### config.mk
export PLATFORM = sky130hd
export DESIGN_NAME = load_store_unit
export DESIGN_NICKNAME = d
export VERILOG_FILES = /design/src/rtl/lsu_pkg.sv /design/src/rtl/lsu_align.sv /design/src/rtl/load_store_unit.sv
export SDC_FILE = /design/constraint.sdc
export NUM_CORES = 1
export LEC_CHECK = 0
export CORE_ASPECT_RATIO = 1.25
export CORE_MARGIN = 1.5
export CORE_UTILIZATION = 40
export CTS_CLUSTER_DIAMETER = 50
export CTS_CLUSTER_SIZE = 20
export DETAILED_ROUTE_END_ITERATION = 8
export PLACE_DENSITY = 0.76
export SYNTH_ARGS = -nofsm -noshare
export SYNTH_HDL_FRONTEND = slang
export SYNTH_SLANG_ARGS = --single-unit
### constraint.sdc
create_clock -name clk -period 5.39 [get_ports clk]
set_input_delay 0.8085 -clock clk [delete_from_list [all_inputs] [get_ports clk]]
set_output_delay 0.8085 -clock clk [all_outputs]
set_load 0.02 [all_outputs]
### src/rtl/lsu_pkg.sv
// Shared constants, state encoding and request decode for the load/store unit.
package lsu_pkg;

    localparam logic [2:0] Funct3Byte   = 3'b000;
    localparam logic [2:0] Funct3Half   = 3'b001;
    localparam logic [2:0] Funct3Word   = 3'b010;
    localparam logic [2:0] Funct3ByteU  = 3'b100;
    localparam logic [2:0] Funct3HalfU  = 3'b101;

    localparam logic [1:0] FaultNone     = 2'b00;
    localparam logic [1:0] FaultMisalign = 2'b01;
    localparam logic [1:0] FaultAccess   = 2'b10;
    localparam logic [1:0] FaultIllegal  = 2'b11;

    typedef enum logic [1:0] {
        StIdle,
        StAccess,
        StResp
    } lsu_state_e;

    // Illegal funct3 outranks misalignment.
    function automatic logic [1:0] decode_fault(input logic write, input logic [2:0] funct3,
                                                input logic [1:0] addr_lo);
        logic legal;
        logic misaligned;
        if (write) begin
            legal = (funct3 == Funct3Byte) || (funct3 == Funct3Half) || (funct3 == Funct3Word);
        end else begin
            legal = (funct3 == Funct3Byte) || (funct3 == Funct3Half) || (funct3 == Funct3Word) ||
                    (funct3 == Funct3ByteU) || (funct3 == Funct3HalfU);
        end
        case (funct3[1:0])
            2'b01:   misaligned = addr_lo[0];
            2'b10:   misaligned = (addr_lo != 2'b00);
            default: misaligned = 1'b0;
        endcase
        if (!legal) begin
            return FaultIllegal;
        end else if (misaligned) begin
            return FaultMisalign;
        end
        return FaultNone;
    endfunction

endpackage

### src/rtl/lsu_align.sv
// Byte-lane steering: store replication and strobes, load lane select with extension.
module lsu_align
    import lsu_pkg::*;
(
    input  logic [2:0]  funct3,
    input  logic [1:0]  offset,
    input  logic [31:0] store_in,
    input  logic [31:0] load_word,
    output logic [31:0] store_data,
    output logic [3:0]  strobe,
    output logic [31:0] load_data
);

    logic [31:0] shifted;

    always_comb begin
        store_data = store_in;
        strobe     = 4'b0000;
        case (funct3[1:0])
            2'b00: begin
                store_data = {4{store_in[7:0]}};
                strobe     = 4'b0001 << offset;
            end
            2'b01: begin
                store_data = {2{store_in[15:0]}};
                strobe     = 4'b0011 << offset;
            end
            2'b10: begin
                store_data = store_in;
                strobe     = 4'b1111;
            end
            default: ;
        endcase
    end

    assign shifted = load_word >> {offset, 3'b000};

    always_comb begin
        load_data = 32'h0;
        case (funct3)
            Funct3Byte:  load_data = {{24{shifted[7]}}, shifted[7:0]};
            Funct3Half:  load_data = {{16{shifted[15]}}, shifted[15:0]};
            Funct3Word:  load_data = shifted;
            Funct3ByteU: load_data = {24'h0, shifted[7:0]};
            Funct3HalfU: load_data = {16'h0, shifted[15:0]};
            default:     load_data = 32'h0;
        endcase
    end

endmodule

### src/rtl/load_store_unit.sv
// Single-outstanding load/store unit: IDLE accepts and decodes, ACCESS touches memory
// for one cycle, RESP holds the result until the core takes it.
module load_store_unit
    import lsu_pkg::*;
(
    input  logic        clk,
    input  logic        reset,
    input  logic        req_valid,
    output logic        req_ready,
    input  logic        req_write,
    input  logic [2:0]  req_funct3,
    input  logic [31:0] req_addr,
    input  logic [31:0] req_wdata,
    output logic        resp_valid,
    input  logic        resp_ready,
    output logic [31:0] resp_rdata,
    output logic [1:0]  resp_fault,
    output logic [29:0] mem_address,
    output logic [31:0] mem_wdata,
    output logic [3:0]  mem_write_enable,
    input  logic [31:0] mem_rdata,
    input  logic        mem_read_capable,
    input  logic        mem_write_capable
);

    lsu_state_e  state_q, state_d;
    logic        write_q;
    logic [2:0]  funct3_q;
    logic [1:0]  offset_q;
    logic [31:0] rdata_q;
    logic [1:0]  fault_q;
    logic [29:0] mem_address_q;
    logic [31:0] mem_wdata_q;

    logic        accept;
    logic [1:0]  req_fault;
    logic [2:0]  align_funct3;
    logic [1:0]  align_offset;
    logic [31:0] store_data;
    logic [3:0]  strobe;
    logic [31:0] load_data;

    assign accept    = req_valid && (state_q == StIdle);
    assign req_fault = decode_fault(req_write, req_funct3, req_addr[1:0]);

    // In IDLE the aligner sees the incoming request so store data can be latched on accept.
    assign align_funct3 = (state_q == StIdle) ? req_funct3    : funct3_q;
    assign align_offset = (state_q == StIdle) ? req_addr[1:0] : offset_q;

    lsu_align u_align (
        .funct3     (align_funct3),
        .offset     (align_offset),
        .store_in   (req_wdata),
        .load_word  (mem_rdata),
        .store_data (store_data),
        .strobe     (strobe),
        .load_data  (load_data)
    );

    always_comb begin
        state_d = state_q;
        case (state_q)
            StIdle: begin
                if (accept) begin
                    state_d = (req_fault != FaultNone) ? StResp : StAccess;
                end
            end
            StAccess: state_d = StResp;
            StResp: begin
                if (resp_ready) begin
                    state_d = StIdle;
                end
            end
            default: state_d = StIdle;
        endcase
    end

    always_ff @(posedge clk) begin
        if (reset) begin
            state_q       <= StIdle;
            write_q       <= 1'b0;
            funct3_q      <= 3'b000;
            offset_q      <= 2'b00;
            rdata_q       <= 32'h0;
            fault_q       <= FaultNone;
            mem_address_q <= 30'h0;
            mem_wdata_q   <= 32'h0;
        end else begin
            state_q <= state_d;
            if (accept) begin
                write_q  <= req_write;
                funct3_q <= req_funct3;
                offset_q <= req_addr[1:0];
                rdata_q  <= 32'h0;
                fault_q  <= req_fault;
                if (req_fault == FaultNone) begin
                    mem_address_q <= req_addr[31:2];
                    if (req_write) begin
                        mem_wdata_q <= store_data;
                    end
                end
            end
            if (state_q == StAccess) begin
                if (write_q) begin
                    fault_q <= mem_write_capable ? FaultNone : FaultAccess;
                    rdata_q <= 32'h0;
                end else begin
                    fault_q <= mem_read_capable ? FaultNone : FaultAccess;
                    rdata_q <= mem_read_capable ? load_data : 32'h0;
                end
            end
        end
    end

    assign req_ready        = (state_q == StIdle);
    assign resp_valid       = (state_q == StResp);
    assign resp_rdata       = rdata_q;
    assign resp_fault       = fault_q;
    assign mem_address      = mem_address_q;
    assign mem_wdata        = mem_wdata_q;
    assign mem_write_enable = (state_q == StAccess && write_q && mem_write_capable) ? strobe
                                                                                    : 4'b0000;

endmodule

# Yosys cells after proc, flatten, opt, wreduce, memory -nomap -nowiden
# Index checks and enable logic that the tools add are counted.
[op_classes]
shifts = 3
n_eq_ne = 16
n_reduce_logical = 18
muxes = 26
[op_table]
columns = ["cell", "count"]
rows = [
  ["one-hot mux 32 bit (5 select lines)", 1],
  ["2-to-1 mux 32 bit", 4],
  ["one-hot mux 32 bit (2 select lines)", 1],
  [">> shifter 32 x 5 -> 32 bit", 1],
  ["2-to-1 mux 2 bit", 12],
  ["equality test 3 bit (second input constant)", 4],
  ["one-hot mux 4 bit (3 select lines)", 1],
  ["equality test 2 x 1 -> 1 bit (second input constant)", 3],
  ["equality test 2 bit (second input constant)", 3],
  ["equality test 3 x 1 -> 1 bit (second input constant)", 2],
  ["equality test 3 x 2 -> 1 bit (second input constant)", 2],
  ["zero test 2 bit", 3],
  ["zero test 3 bit", 2],
  ["one-hot mux 2 bit (3 select lines)", 1],
  ["nonzero test 2 bit", 3],
  ["logical OR 1 bit", 4],
  ["2-to-1 mux 4 bit", 1],
  ["inequality test 2 x 1 -> 1 bit (second input constant)", 2],
  ["AND reduction 2 bit", 2],
  ["left shift 1 x 2 -> 4 bit (first input constant)", 1],
  ["left shift 2 x 2 -> 4 bit (first input constant)", 1],
  ["logical AND 1 bit", 3],
  ["2-to-1 mux 1 bit", 3],
  ["2-to-1 mux 3 bit", 1],
  ["other kinds (2)", 2],
]
[totals]
out_inout_bits = 102
register_bits = 104

# Longest topological paths before layout
# Gate-level depths: netlist of run 1.
[logic_depth]
depth_word = 12
ltp_mapped = 9
ltp_nobuf = 7

# Hierarchy
# From an unflattened synthesis of run 1, not the netlist that was laid out.
[hier_totals]
hier_cells = 623
hier_area_um2 = 5778.0
[by_module_without_submodules]
columns = ["module", "area_per_inst_um2", "seq_area_each_um2", "cells_per_inst", "instances"]
rows = [
  ["load_store_unit", 4445.5, 2082.0, 448, 1],
  ["lsu_align", 1332.5, 0.0, 175, 1],
]

# Least setup slack after synthesis of run 1
# OpenSTA, ideal clock, no wires.
[synth_path]
path_kind = "input -> output"
startpoint = "input port req_addr[0]"
endpoint = "output port mem_write_enable[2]"
required_time_ps = 4582
stages = 5
setup_slack_ps = 2499
arrival_ps = 2083
path_cell_list = "nor3b_1 > nor2_2 > clkbuf_1 > or3_1 > a21oi_1"
[synth_between]
elab_chain_len = 4
word_cells_on_any_way = 5
[synth_lines]
columns = ["element", "line_no", "text"]
rows = [
  ["start: declaration", "load_store_unit.sv:12", "input logic [31:0] req_addr,"],
  ["2-to-1 mux 2 bit *", "load_store_unit.sv:48", "assign align_offset = (state_q == StIdle) ? req_addr[1:0] : offset_q;"],
  ["left shift 2 x 2 -> 4 bit / left shift 1 x 2 -> 4 bit (equally long branches)", "lsu_align.sv:26, lsu_align.sv:22", ""],
  ["one-hot mux 4 bit (3 select lines) *", "lsu_align.sv:19", "case (funct3[1:0])"],
  ["2-to-1 mux 4 bit *", "load_store_unit.sv:121", "assign mem_write_enable = (state_q == StAccess && write_q && mem_write_capable) ? strobe"],
  ["end: declaration", "load_store_unit.sv:20", "output logic [3:0] mem_write_enable,"],
]
# Every way passes the cells marked *; elsewhere a longest branch is shown, timed or not.

# Final worst setup path of run 1
# Same ends and word-level chain as after synthesis.

==> results of run 1 <==
[state kept, by name (all words and copies together) (netlist names)]
signal	cells
state_q	2
offset_q	2
mem_wdata	32
resp_fault	2
mem_address	30
write_q	1
resp_rdata	32
funct3_q	3
[layout by cell type, fill, tap and decap left out, types with 2 or more instances in the layout]
cell type / n
nor3_1: 2
nand3_1: 14
a31oi_1: 7
nor2_2: 2
a21o_1: 4
or4_1: 2
nor2_1: 79
clkdlybuf4s50_1: 206
inv_1: 4
a311oi_1: 40
a22oi_1: 22
dfxtp_1: 104
o21ai_0: 13
o31a_1: 3
nor3b_1: 3
a21oi_1: 37
o21ai_1: 2
mux2i_1: 52
o211ai_1: 7
or3_1: 3
mux2_2: 2
clkinv_4: 2
nand2b_1: 3
clkbuf_16: 9
a2bb2oi_1: 7
nor2b_1: 2
mux4_2: 7
clkbuf_8: 3
nand2_1: 46
o21a_1: 2
ha_1: 3
and3_1: 7
buf_4: 9
[cell families (layout without fill, tap and decap cells)]
group / count (synthesis) / count (layout) / synth area share (%)
compound gates: 155 / 155 / 22.52
fa+ha+maj: 3 / 3 / 0.7582
buf+inv: 52 / 235 / 4.827
flops: 104 / 104 / 42.05
mux: 61 / 61 / 14.15
simple gates: 172 / 172 / 15.69
[worst paths after layout]
path,from,to,slack (ns),cells past startpoint
min,resp_fault[0]$_SDFFE_PP0P_,resp_fault[0]$_SDFFE_PP0P_,0.47,2
max,req_addr[0],mem_write_enable[2],1.17,8
min reg2reg,resp_fault[0]$_SDFFE_PP0P_,resp_fault[0]$_SDFFE_PP0P_,0.47,2
max reg2reg,state_q[1]$_SDFFE_PP0P_,resp_rdata[10]$_SDFFE_PP0P_,1.96,5
[synthesized netlist by cell type (13+ instances only)]
library cell / count
dfxtp_1: 104
nor2_1: 79
mux2i_1: 52
nand2_1: 46
a311oi_1: 40
a21oi_1: 37
clkbuf_1: 24
a22oi_1: 22
buf_2: 20
nand3_1: 14
o21ai_0: 13
[worst register-to-register path: cells and delay by family (launching register included)]
kind / cells / cell delay, ns
DFF: 1 / 0.67
and+or+nand+nor: 2 / 0.79
AOI/OAI and AO/OA: 3 / 1.89
[routing by layer]
layer  up-vias  routed length, microns  global-route usage, %
met5         -                       0                      0
met1      2375                    6278                  28.26
li1       2389                       -                      -
met4         0                     334                  8.703
met2       228                    7876                  40.12
met3        25                    1256                  5.306
[cell type report]
class	instances	area, sq um
fill	1055	4725
multi-input combinational	391	2646
timing repair buffer	215	2130
sequential	104	2082
clock buffer	12	266.5
tap	164	205.2
clock inverter	4	36.28
inverter	4	15.01
[power by group]
part           internal, mW  total (mW)  switching (mW)
Clock                 0.356       0.653           0.297
Sequential            0.796       0.817          0.0203
Combinational         0.208       0.438           0.231
Total                  1.36        1.91           0.548
[metrics by stage]
| stage | std cells | setup slack, ns | instance area (sq um) | hold slack (ns) |
|---|---|---|---|---|
| 2_1_floorplan | 547 | 2.499 | 4951 | 0.4712 |
| 3_3_place_gp | 878 | 1.214 | 7078 | 0.4502 |
| 3_5_place_dp | 878 | 1.186 | 7078 | 0.4591 |
| 4_1_cts | 894 | 1.164 | 7381 | 0.4737 |
| 5_1_grt | 894 | 0.9586 | 7381 | 0.5112 |
| 6_report | 894 | 1.171 | 7381 | 0.4667 |
==> run_summary.xml, run 1 <==
<?xml version="1.0" encoding="UTF-8"?>
<metrics>
  <group name="sta">
    <metric name="min_period" unit="ns">4.219</metric>
    <metric name="fin_tns_setup" unit="ns">0</metric>
    <metric name="drv_slew" unit="">0</metric>
    <metric name="finalHoldViolations" unit="">0</metric>
    <metric name="rsz0062_at_grt" unit="">false</metric>
    <metric name="worstMarginPinSlew" unit="ns">1.200</metric>
    <metric name="top_achievable_clock_speed" unit="MHz">237.1</metric>
    <metric name="relSlewSlack" unit="%">19.29</metric>
    <metric name="timing.final.crit_share" unit="%">78.27</metric>
    <metric name="fin_skew" unit="ns">0.01022</metric>
    <metric name="number_of_endpoints_failing_setup_at_the_final_stage" unit="">0</metric>
  </group>
  <group name="worst_setup_path">
    <metric name="critical_path.cell_chain" unit="">clkdlybuf4s50_1 -&gt; nor3b_1 -&gt; buf_4 -&gt; nor2_2 -&gt; buf_4 -&gt; a21oi_1 -&gt; a21oi_1 -&gt; clkdlybuf4s50_1</metric>
    <metric name="setup.worst_path.end_class" unit="">primary output</metric>
    <metric name="cp_data_required_time" unit="ns">4.58</metric>
    <metric name="slowest_stage" unit="">clkdlybuf4s50_1</metric>
    <metric name="critPathBufInv" unit="">4</metric>
    <metric name="class_of_the_most_critical_setup_path" unit="">in -&gt; out</metric>
    <metric name="worstPathArrival" unit="ns">3.41</metric>
    <metric name="timing.critical_path.fanout_max" unit="">17</metric>
    <metric name="worst_path_dominant_cell_family" unit="">buffers and inverters</metric>
    <metric name="worst_setup_path_start_kind" unit="">input port</metric>
    <metric name="worst_path_largest_cell_delay" unit="ns">0.63</metric>
  </group>
  <group name="power">
    <metric name="power.density" unit="mW/mm^2">258.5</metric>
    <metric name="leakagePower" unit="nW">2.756</metric>
    <metric name="total_power" unit="mW">1.908</metric>
    <metric name="vdd_ir_drop_max" unit="mV">0.1444</metric>
  </group>
  <group name="drt">
    <metric name="via_per_inst" unit="">5.612</metric>
    <metric name="route.detailed.drc" unit="">0</metric>
    <metric name="totalWireLength" unit="microns">15750</metric>
    <metric name="drt_iter0_drc" unit="">227</metric>
    <metric name="final_antenna_net_count" unit="">0</metric>
    <metric name="drtPass1Iterations" unit="">5</metric>
    <metric name="drt-wirelength-per-cell" unit="microns">17.61</metric>
    <metric name="vias" unit="">5017</metric>
  </group>
  <group name="clock_network">
    <metric name="ctsHtreeMaxLevel" unit="">3</metric>
    <metric name="cts-root-buf" unit="">clkbuf_16</metric>
    <metric name="clk-insertion-delay-late" unit="ns">0.35</metric>
    <metric name="cts.reportedPaths.clkPinSlew" unit="ns">0.07</metric>
    <metric name="clock_tree.buffer_depth" unit="">2</metric>
    <metric name="tritoncts" unit="">yes</metric>
    <metric name="holdBufCountCts" unit="">0</metric>
    <metric name="cts_setup_buffers" unit="">0</metric>
    <metric name="post_cts.resized_instances" unit="">0</metric>
    <metric name="cts_buffers" unit="">9</metric>
    <metric name="cts_num_sinks" unit="">104</metric>
  </group>
  <group name="global_routing">
    <metric name="grt_first_pass_wirelength" unit="microns">23850</metric>
    <metric name="grt_util_all_layers" unit="%">23.40</metric>
    <metric name="grt_max_degree" unit="">105</metric>
    <metric name="grt_antenna_before_repair" unit="">0</metric>
    <metric name="grt_overflow_total" unit="">0</metric>
    <metric name="grt_pass1_vias" unit="">4667</metric>
  </group>
  <group name="final_layout">
    <metric name="finalNetCount" unit="">834</metric>
    <metric name="finalCoreUtilization" unit="%">60.97</metric>
    <metric name="final_layout_size_suffix_gt1_share" unit="%">6.027</metric>
    <metric name="antenna-diode-count" unit="">0</metric>
    <metric name="area_growth" unit="%">49.08</metric>
  </group>
  <group name="floorplanning">
    <metric name="floorplan.die.height" unit="microns">127.4</metric>
    <metric name="die_width" unit="microns">102.5</metric>
    <metric name="core" unit="sq mm">0.01211</metric>
    <metric name="initial_core_util" unit="%">40.90</metric>
    <metric name="dieArea" unit="sq mm">0.01306</metric>
    <metric name="io_pins" unit="">208</metric>
    <metric name="core.rowCount" unit="">45</metric>
  </group>
  <group name="status">
    <metric name="outcome" unit="">completed</metric>
  </group>
  <group name="placed_design">
    <metric name="place.gp.congestion" unit="">0.8432</metric>
    <metric name="numPortBuffers" unit="">207</metric>
    <metric name="post-dp-hpwl" unit="microns">11440</metric>
  </group>
  <group name="job">
    <metric name="max_cap_violations" unit="">0</metric>
  </group>
  <group name="logic_synthesis">
    <metric name="netlist_area" unit="sq mm">0.004951</metric>
    <metric name="synth_nets" unit="">656</metric>
    <metric name="syn-mean-instance-area" unit="sq um">9.051</metric>
    <metric name="synth_seq_area_share" unit="%">42.05</metric>
    <metric name="netlist_instances" unit="">547</metric>
    <metric name="synth-async-reset-ratio" unit="%">0</metric>
    <metric name="top_ff_cell_synth" unit="">dfxtp_1</metric>
    <metric name="post_synth_top_area_cell" unit="">dfxtp_1</metric>
    <metric name="ys_warns" unit="">0</metric>
    <metric name="synth_edf_count" unit="">0</metric>
    <metric name="ys_top_cells_by_area" unit="">dfxtp_1 42%, mux2i_1 11%, a311oi_1 7.1%</metric>
    <metric name="post-synth-top-area-fraction" unit="%">42.05</metric>
    <metric name="yosys_register_bits" unit="">104</metric>
    <metric name="ys_types" unit="">50</metric>
  </group>
  <group name="min_path">
    <metric name="worst_hold_path_type" unit="">reg -&gt; reg</metric>
  </group>
</metrics>
No activity file was read; power rests on OpenSTA's default activity.
==> run 2, diff against run 1 <==
==> constraint.sdc (replaced) <==
create_clock -name clk -period 4.25 [get_ports clk]
set_input_delay 0.6375 -clock clk [delete_from_list [all_inputs] [get_ports clk]]
set_output_delay 0.6375 -clock clk [all_outputs]
set_load 0.02 [all_outputs]
==> run 2 against run 1 <==
  * Combinational power up 27%
  * Die area unchanged
  * Non-clock buffer count unchanged
  * Critical path type is now reg -> out
  * Clock-buffer cell count down 3
  * Clock skew up 0.0030 ns
  * Largest power group unchanged
==> run_summary.xml, run 2 (same netlist as run 1, synthesis figures left out) <==
<?xml version="1.0" encoding="UTF-8"?>
<metrics>
  <group name="power">
    <metric name="power_frac_clock" unit="%">34.1</metric>
    <metric name="switching_share" unit="%">30.13</metric>
    <metric name="seqPwrFrac" unit="%">42.9</metric>
    <metric name="power.density" unit="mW/mm^2">327.4</metric>
    <metric name="switching_power" unit="mW">0.7274</metric>
    <metric name="leakagePower" unit="nW">2.746</metric>
    <metric name="internal_power" unit="mW">1.686</metric>
    <metric name="vdd_ir_drop_max" unit="mV">0.1759</metric>
    <metric name="comb_power_share" unit="%">23.0</metric>
  </group>
  <group name="placed_design">
    <metric name="post-dp-hpwl" unit="microns">11250</metric>
    <metric name="place.gp.congestion" unit="">0.8642</metric>
    <metric name="numPortBuffers" unit="">207</metric>
    <metric name="place_worst_setup_slack" unit="ns">0.7538</metric>
  </group>
  <group name="drt">
    <metric name="via_per_inst" unit="">5.546</metric>
    <metric name="drt-wirelength-per-cell" unit="microns">17.70</metric>
    <metric name="totalWireLength" unit="microns">15830</metric>
    <metric name="route.detailed.drc" unit="">0</metric>
    <metric name="drtPass1Iterations" unit="">5</metric>
    <metric name="vias" unit="">4958</metric>
    <metric name="final_antenna_net_count" unit="">0</metric>
    <metric name="drt_iter0_drc" unit="">170</metric>
  </group>
  <group name="worst_setup_path">
    <metric name="worstPathArrival" unit="ns">3.09</metric>
    <metric name="timing.critical_path.fanout_max" unit="">20</metric>
    <metric name="slowest_stage" unit="">clkdlybuf4s50_1</metric>
    <metric name="setup.worst_path.end_class" unit="">primary output</metric>
    <metric name="worst_setup_path_start_kind" unit="">flip-flop</metric>
    <metric name="worst_path_dominant_cell_family" unit="">simple AND/OR/NAND/NOR gates</metric>
    <metric name="cp_data_required_time" unit="ns">3.61</metric>
    <metric name="critPathBufInv" unit="">1</metric>
    <metric name="critical_path.cell_chain" unit="">nor2_2 -&gt; mux2_2 -&gt; or3_1 -&gt; a21oi_1 -&gt; clkdlybuf4s50_1</metric>
    <metric name="worst_path_largest_cell_delay" unit="ns">0.65</metric>
    <metric name="class_of_the_most_critical_setup_path" unit="">reg -&gt; out</metric>
  </group>
  <group name="clock_network">
    <metric name="cts.reportedPaths.clkPinSlew" unit="ns">0.08</metric>
    <metric name="post_cts.resized_instances" unit="">0</metric>
    <metric name="cts_setup_buffers" unit="">0</metric>
    <metric name="clock_tree.buffer_depth" unit="">2</metric>
    <metric name="ctsHtreeMaxLevel" unit="">3</metric>
    <metric name="holdBufCountCts" unit="">0</metric>
    <metric name="clk-insertion-delay-late" unit="ns">0.36</metric>
    <metric name="cts_buffers" unit="">9</metric>
    <metric name="cts_num_sinks" unit="">104</metric>
    <metric name="cts-root-buf" unit="">clkbuf_16</metric>
    <metric name="tritoncts" unit="">yes</metric>
  </group>
  <group name="floorplanning">
    <metric name="floorplan.die.height" unit="microns">127.4</metric>
    <metric name="dieArea" unit="sq mm">0.01306</metric>
    <metric name="io_pins" unit="">208</metric>
    <metric name="core" unit="sq mm">0.01211</metric>
    <metric name="core.rowCount" unit="">45</metric>
    <metric name="initial_core_util" unit="%">40.90</metric>
    <metric name="die_width" unit="microns">102.5</metric>
  </group>
  <group name="final_layout">
    <metric name="final_layout_size_suffix_gt1_share" unit="%">6.027</metric>
    <metric name="area_growth" unit="%">48.90</metric>
    <metric name="antenna-diode-count" unit="">0</metric>
    <metric name="most_used_cells_in_the_layout_excluding_fill_and_tap_cells" unit="">206 x clkdlybuf4s50_1, 104 x dfxtp_1, 79 x nor2_1, 52 x mux2i_1, 46 x nand2_1</metric>
    <metric name="commonest_non_fill_non_tap_cell_in_the_layout" unit="">clkdlybuf4s50_1</metric>
    <metric name="final.fill_count" unit="">1026</metric>
    <metric name="finalNetCount" unit="">834</metric>
  </group>
  <group name="sta">
    <metric name="fin_tns_setup" unit="ns">0</metric>
    <metric name="finalHoldViolations" unit="">0</metric>
    <metric name="top_achievable_clock_speed" unit="MHz">268.5</metric>
    <metric name="number_of_endpoints_failing_setup_at_the_final_stage" unit="">0</metric>
    <metric name="fin_skew" unit="ns">0.01322</metric>
    <metric name="drv_slew" unit="">0</metric>
    <metric name="worstMarginPinSlew" unit="ns">1.155</metric>
    <metric name="timing.final.crit_share" unit="%">87.64</metric>
    <metric name="fin_hold_ws" unit="ns">0.4750</metric>
    <metric name="post-route-worst-setup-slack" unit="ns">0.5254</metric>
    <metric name="min_period" unit="ns">3.725</metric>
    <metric name="relSlewSlack" unit="%">22.36</metric>
    <metric name="rsz0062_at_grt" unit="">false</metric>
  </group>
  <group name="global_routing">
    <metric name="grt_max_degree" unit="">105</metric>
    <metric name="grt_util_all_layers" unit="%">23.90</metric>
    <metric name="grt_first_pass_wirelength" unit="microns">24290</metric>
    <metric name="grt_antenna_before_repair" unit="">0</metric>
    <metric name="grt_overflow_total" unit="">0</metric>
    <metric name="grt_pass1_vias" unit="">4785</metric>
  </group>
  <group name="min_path">
    <metric name="worst_hold_path_type" unit="">reg -&gt; reg</metric>
  </group>
  <group name="job">
    <metric name="max_cap_violations" unit="">0</metric>
  </group>
  <group name="status">
    <metric name="outcome" unit="">completed</metric>
  </group>
</metrics>
[run 2: changes by cell type in the layout (fill, tap and decap cells not counted)]
cell        before  now
clkinv_4         2    0
clkinv_8         0    1
inv_6            0    3
clkbuf_8         3    0
clkinvlp_4       1    2
[run 2: through the flow]
| stage | cell area [sq um] | total power, mW | instances | util, % |
|---|---|---|---|---|
| floorplan | 4951 | 1.373 | 547 | - |
| CTS | 7372 | 2.427 | 894 | 60.90 |
| global route | 7372 | 2.511 | 894 | 60.90 |
| global placement | 7078 | 1.597 | 878 | 58.47 |
| finish | 7372 | 2.414 | 894 | 60.90 |
| detailed placement | 7078 | 1.609 | 878 | 58.47 |
[run 2: power groups by stage]
stage / registers [mW] / logic (mW) / clock network [mW]
detailed placement: 1.06 / 0.550 / 0
CTS: 1.04 / 0.553 / 0.838
finish: 1.04 / 0.555 / 0.823
floorplan: 1.09 / 0.284 / 0
global placement: 1.06 / 0.542 / 0
global route: 1.04 / 0.598 / 0.871
[run 2: path summary, 6_finish.rpt]
| path | from | to | slack, ns | depth (start not counted) |
|---|---|---|---|---|
| min reg2reg | resp_fault[0]$_SDFFE_PP0P_ | resp_fault[0]$_SDFFE_PP0P_ | 0.47 | 2 |
| min | resp_fault[0]$_SDFFE_PP0P_ | resp_fault[0]$_SDFFE_PP0P_ | 0.47 | 2 |
| max reg2reg | state_q[1]$_SDFFE_PP0P_ | resp_rdata[30]$_SDFFE_PP0P_ | 1.20 | 4 |
| max | state_q[1]$_SDFFE_PP0P_ | mem_write_enable[2] | 0.53 | 5 |
[run 2: layout make-up]
cell class                 instances  area [sq um]  area share [%]
sequential                       104          2082           28.24
tap                              164         205.2           2.783
timing repair buffer             215          2130           28.89
multi-input combinational        391          2646           35.90
clock inverter                     7         68.82          0.9335
inverter                           4         15.01          0.2037
clock buffer                       9         225.2           3.055
[run 2: tightest hold or removal path, delay by kind of cell, from the launching register on]
kind | cells | cell delay, ns
simple gates | 1 | 0.05
compound gates | 1 | 0.06
flops | 1 | 0.32
[run 2: layer usage]
layer	global-route usage [%]	routed length, microns	up-vias
met2	40.51	7858	216
met4	11.52	489	0
met3	5.088	1185	29
met1	28.39	6292	2328
met5	0	0	-
li1	-	-	2385
==> run 3, diff against run 2 <==
--- a/config.mk
+++ b/config.mk
@@ -11,7 +11,9 @@
 export CTS_CLUSTER_DIAMETER = 50
 export CTS_CLUSTER_SIZE = 20
 export DETAILED_ROUTE_END_ITERATION = 8
-export PLACE_DENSITY = 0.76
+export GPL_TIMING_DRIVEN = 0
+export PLACE_DENSITY = 0.73
 export SYNTH_ARGS = -nofsm -noshare
 export SYNTH_HDL_FRONTEND = slang
+export SYNTH_HIERARCHICAL = 1
 export SYNTH_SLANG_ARGS = --single-unit
==> run 3 against run 2 <==
  * Utilization fell by 0.87 points
  * Clock power is 5.7% higher
  * Die area grew 16%
  * Routed wire length grew 13%
  * Global-route usage decreased by 0.60 points
  * Non-clock buffer count increased by 46
  * Sequential power is essentially flat
  * Critical path type is now in -> out
==> run_summary.xml, run 3 <==
<?xml version="1.0" encoding="UTF-8"?>
<metrics>
  <group name="job">
    <metric name="max_cap_violations" unit="">0</metric>
  </group>
  <group name="power">
    <metric name="comb_power_share" unit="%">26.3</metric>
    <metric name="power.density" unit="mW/mm^2">307.8</metric>
    <metric name="leakagePower" unit="nW">3.009</metric>
    <metric name="seqPwrFrac" unit="%">39.9</metric>
    <metric name="switching_power" unit="mW">0.7491</metric>
    <metric name="internal_power" unit="mW">1.826</metric>
    <metric name="switching_share" unit="%">29.09</metric>
    <metric name="total_power" unit="mW">2.575</metric>
    <metric name="power_frac_clock" unit="%">33.8</metric>
    <metric name="vdd_ir_drop_max" unit="mV">0.2500</metric>
  </group>
  <group name="sta">
    <metric name="fin_tns_setup" unit="ns">0</metric>
    <metric name="number_of_endpoints_failing_setup_at_the_final_stage" unit="">0</metric>
    <metric name="worstMarginPinSlew" unit="ns">0.8039</metric>
    <metric name="timing.final.crit_share" unit="%">85.70</metric>
    <metric name="top_achievable_clock_speed" unit="MHz">274.6</metric>
    <metric name="rsz0062_at_grt" unit="">false</metric>
    <metric name="finalHoldViolations" unit="">0</metric>
    <metric name="drv_slew" unit="">0</metric>
    <metric name="min_period" unit="ns">3.642</metric>
    <metric name="fin_hold_ws" unit="ns">0.4596</metric>
    <metric name="relSlewSlack" unit="%">46.27</metric>
    <metric name="fin_skew" unit="ns">0.006484</metric>
    <metric name="post-route-worst-setup-slack" unit="ns">0.6078</metric>
  </group>
  <group name="final_layout">
    <metric name="finalCoreUtilization" unit="%">60.03</metric>
    <metric name="most_used_cells_in_the_layout_excluding_fill_and_tap_cells" unit="">206 x clkdlybuf4s50_1, 127 x nand2b_1, 104 x dfxtp_1, 80 x mux2i_1, 47 x nor2_1</metric>
    <metric name="area_growth" unit="%">44.76</metric>
    <metric name="final_layout_size_suffix_gt1_share" unit="%">11.36</metric>
    <metric name="antenna-diode-count" unit="">0</metric>
    <metric name="commonest_non_fill_non_tap_cell_in_the_layout" unit="">clkdlybuf4s50_1</metric>
    <metric name="final.fill_count" unit="">1248</metric>
    <metric name="finalNetCount" unit="">949</metric>
  </group>
  <group name="logic_synthesis">
    <metric name="netlist_instances" unit="">623</metric>
    <metric name="ys_warns" unit="">6</metric>
    <metric name="ys_types" unit="">43</metric>
    <metric name="netlist_area" unit="sq mm">0.005778</metric>
    <metric name="synth-compound-area-share" unit="%">12.06</metric>
    <metric name="synth_seq_area_share" unit="%">36.03</metric>
    <metric name="synth-async-reset-ratio" unit="%">0</metric>
    <metric name="synthXorXnorAreaFrac" unit="%">0</metric>
    <metric name="syn-mean-instance-area" unit="sq um">9.275</metric>
    <metric name="ys_top_cells_by_area" unit="">dfxtp_1 36%, mux2i_1 14%, nand2b_1 14%</metric>
    <metric name="post_synth_fa_ha_maj_area_fraction" unit="%">0.6496</metric>
    <metric name="synthMuxAreaShare" unit="%">21.26</metric>
    <metric name="dominant_combinational_cell_family_by_area_after_synthesis" unit="">simple AND/OR/NAND/NOR gates</metric>
    <metric name="top_ff_cell_synth" unit="">dfxtp_1</metric>
    <metric name="yosys_register_bits" unit="">104</metric>
    <metric name="synth_edf_count" unit="">0</metric>
    <metric name="synth_common_cells" unit="">127 x nand2b_1, 104 x dfxtp_1, 80 x mux2i_1</metric>
    <metric name="synth-simple-area-share" unit="%">22.82</metric>
    <metric name="post-synth-top-area-fraction" unit="%">36.03</metric>
    <metric name="synth_nets" unit="">732</metric>
    <metric name="yosysMostFrequentCell" unit="">nand2b_1</metric>
    <metric name="post_synth_top_area_cell" unit="">dfxtp_1</metric>
  </group>
  <group name="clock_network">
    <metric name="holdBufCountCts" unit="">0</metric>
    <metric name="cts_buffers" unit="">9</metric>
    <metric name="post_cts.resized_instances" unit="">0</metric>
    <metric name="ctsHtreeMaxLevel" unit="">3</metric>
    <metric name="cts.reportedPaths.clkPinSlew" unit="ns">0.07</metric>
    <metric name="tritoncts" unit="">yes</metric>
    <metric name="clock_tree.buffer_depth" unit="">2</metric>
    <metric name="cts-root-buf" unit="">clkbuf_16</metric>
    <metric name="cts_setup_buffers" unit="">0</metric>
    <metric name="clk-insertion-delay-late" unit="ns">0.35</metric>
    <metric name="cts_num_sinks" unit="">104</metric>
  </group>
  <group name="placed_design">
    <metric name="post-dp-hpwl" unit="microns">14230</metric>
    <metric name="place.gp.congestion" unit="">0.9618</metric>
    <metric name="numPortBuffers" unit="">206</metric>
    <metric name="place_worst_setup_slack" unit="ns">0.5962</metric>
  </group>
  <group name="global_routing">
    <metric name="grt_overflow_total" unit="">0</metric>
    <metric name="grt.busiest_layer" unit="">met2</metric>
    <metric name="grt_util_all_layers" unit="%">23.30</metric>
    <metric name="met3_usage" unit="%">5.631</metric>
    <metric name="met2_resource_use_gr" unit="%">42.73</metric>
    <metric name="grt_first_pass_wirelength" unit="microns">28170</metric>
    <metric name="grt_max_degree" unit="">18</metric>
    <metric name="groute.layer.met1.usage" unit="%">25.68</metric>
    <metric name="grt_pass1_vias" unit="">5462</metric>
    <metric name="grt_antenna_before_repair" unit="">0</metric>
  </group>
  <group name="worst_setup_path">
    <metric name="critical_path.cell_chain" unit="">clkdlybuf4s50_1 -&gt; mux2_2 -&gt; buf_2 -&gt; inv_1 -&gt; buf_2 -&gt; o21ai_0 -&gt; mux2i_1 -&gt; and2_1 -&gt; clkdlybuf4s50_1</metric>
    <metric name="worstPathArrival" unit="ns">3.00</metric>
    <metric name="setup.worst_path.end_class" unit="">primary output</metric>
    <metric name="slowest_stage" unit="">clkdlybuf4s50_1</metric>
    <metric name="r2r_start" unit="">state_q[1]$_SDFFE_PP0P_</metric>
    <metric name="worst_path_largest_cell_delay" unit="ns">0.60</metric>
    <metric name="timing.critical_path.fanout_max" unit="">10</metric>
    <metric name="worst_setup_path_start_kind" unit="">input port</metric>
    <metric name="reg2reg_depth" unit="">7</metric>
    <metric name="class_of_the_most_critical_setup_path" unit="">in -&gt; out</metric>
    <metric name="critical_path.reg2reg.endpoint" unit="">resp_rdata[14]$_SDFFE_PP0P_</metric>
    <metric name="reg2reg_setup_slack" unit="ns">1.55</metric>
    <metric name="cp_data_required_time" unit="ns">3.61</metric>
  </group>
  <group name="min_path">
    <metric name="hold-path-endpoint" unit="">funct3_q[2]$_SDFFE_PP0P_</metric>
    <metric name="worstHoldPathCells" unit="">2</metric>
    <metric name="timing.hold.worst.start" unit="">funct3_q[2]$_SDFFE_PP0P_</metric>
    <metric name="worst_hold_path_type" unit="">reg -&gt; reg</metric>
  </group>
  <group name="floorplanning">
    <metric name="floorplan.die.height" unit="microns">137.4</metric>
    <metric name="core.rowCount" unit="">48</metric>
    <metric name="io_pins" unit="">208</metric>
    <metric name="initial_core_util" unit="%">41.47</metric>
    <metric name="die_width" unit="microns">110.5</metric>
    <metric name="dieArea" unit="sq mm">0.01518</metric>
    <metric name="core" unit="sq mm">0.01393</metric>
  </group>
  <group name="drt">
    <metric name="drt-wirelength-per-cell" unit="microns">17.61</metric>
    <metric name="drtPass1Iterations" unit="">5</metric>
    <metric name="final_antenna_net_count" unit="">0</metric>
    <metric name="via_per_inst" unit="">5.194</metric>
    <metric name="route.detailed.drc" unit="">0</metric>
    <metric name="totalWireLength" unit="microns">17960</metric>
    <metric name="drt_iter0_drc" unit="">202</metric>
    <metric name="vias" unit="">5298</metric>
  </group>
  <group name="status">
    <metric name="outcome" unit="">completed</metric>
  </group>
</metrics>
[run 3: cell count changes after synthesis, moves of 16 or more]
cell,change
nand2b_1,+124
a21oi_1,-28
mux2i_1,+28
mux2_2,+34
a311oi_1,-40
nor2_1,-32
a22oi_1,+16
[run 3: how the worst max path moves through the flow]
stage	startpoint	endpoint	slack, ns	depth (start not counted)
after floorplan	state_q[1]$_SDFFE_PP0P_	mem_write_enable[1]	1.69	8
after global placement	req_addr[1]	mem_write_enable[2]	0.62	9
after detailed placement	req_addr[1]	mem_write_enable[1]	0.60	9
after CTS	req_addr[1]	mem_write_enable[1]	0.60	9
after global routing	state_q[0]$_SDFFE_PP0P_	mem_write_enable[1]	0.41	9
final	req_addr[1]	mem_write_enable[1]	0.61	9
[run 3: power groups by stage]
stage | logic (mW) | clock network (mW) | registers (mW)
final | 0.677 | 0.870 | 1.03
after global routing | 0.727 | 0.913 | 1.03
after CTS | 0.678 | 0.880 | 1.03
after detailed placement | 0.675 | 0 | 1.05
after global placement | 0.668 | 0 | 1.05
after floorplan | 0.372 | 0 | 1.08
[run 3: layout make-up]
class	count	area (sq um)	share of cell area, %
Inverter	7	26.28	0.3141
Timing Repair Buffer	206	2062	24.65
Clock inverter	5	62.56	0.7479
Sequential cell	104	2082	24.89
Tap cell	175	219.0	2.618
Multi-Input combinational cell	457	3282	39.24
Buffer	55	387.9	4.637
Clock buffer	11	242.7	2.902
[run 3: metrics by stage]
step                instances  cell area (sq um)
finish                   1020               8364
global route             1020               8364
CTS                      1020               8364
detailed placement       1004               8059
global placement         1004               8059
floorplan                 623               5778
[run 3: kinds of logic after synthesis]
logic type / count (synthesis)
and+or+nand+nor: 236
muxes: 117
adders and majority gates: 3
AOI/OAI and AO/OA: 101
DFF: 104
buffers and inverters: 62
[run 3: per-layer routing]
| layer | part of all wire [%] | vias up | wire (microns) |
|---|---|---|---|
| li1 | - | 2584 | - |
| met1 | 39 | 2492 | 6948 |
| met2 | 51 | 188 | 9167 |
| met3 | 6.8 | 34 | 1220 |
| met4 | 3.5 | 0 | 624 |
| met5 | 0 | - | 0 |
[run 3: worst max-delay path: cells and delay by family]
kind,cells,cell delay [ns]
buffers and inverters,5,1.68
muxes,2,0.40
and+or+nand+nor,1,0.15
AOI/OAI and AO/OA,1,0.12
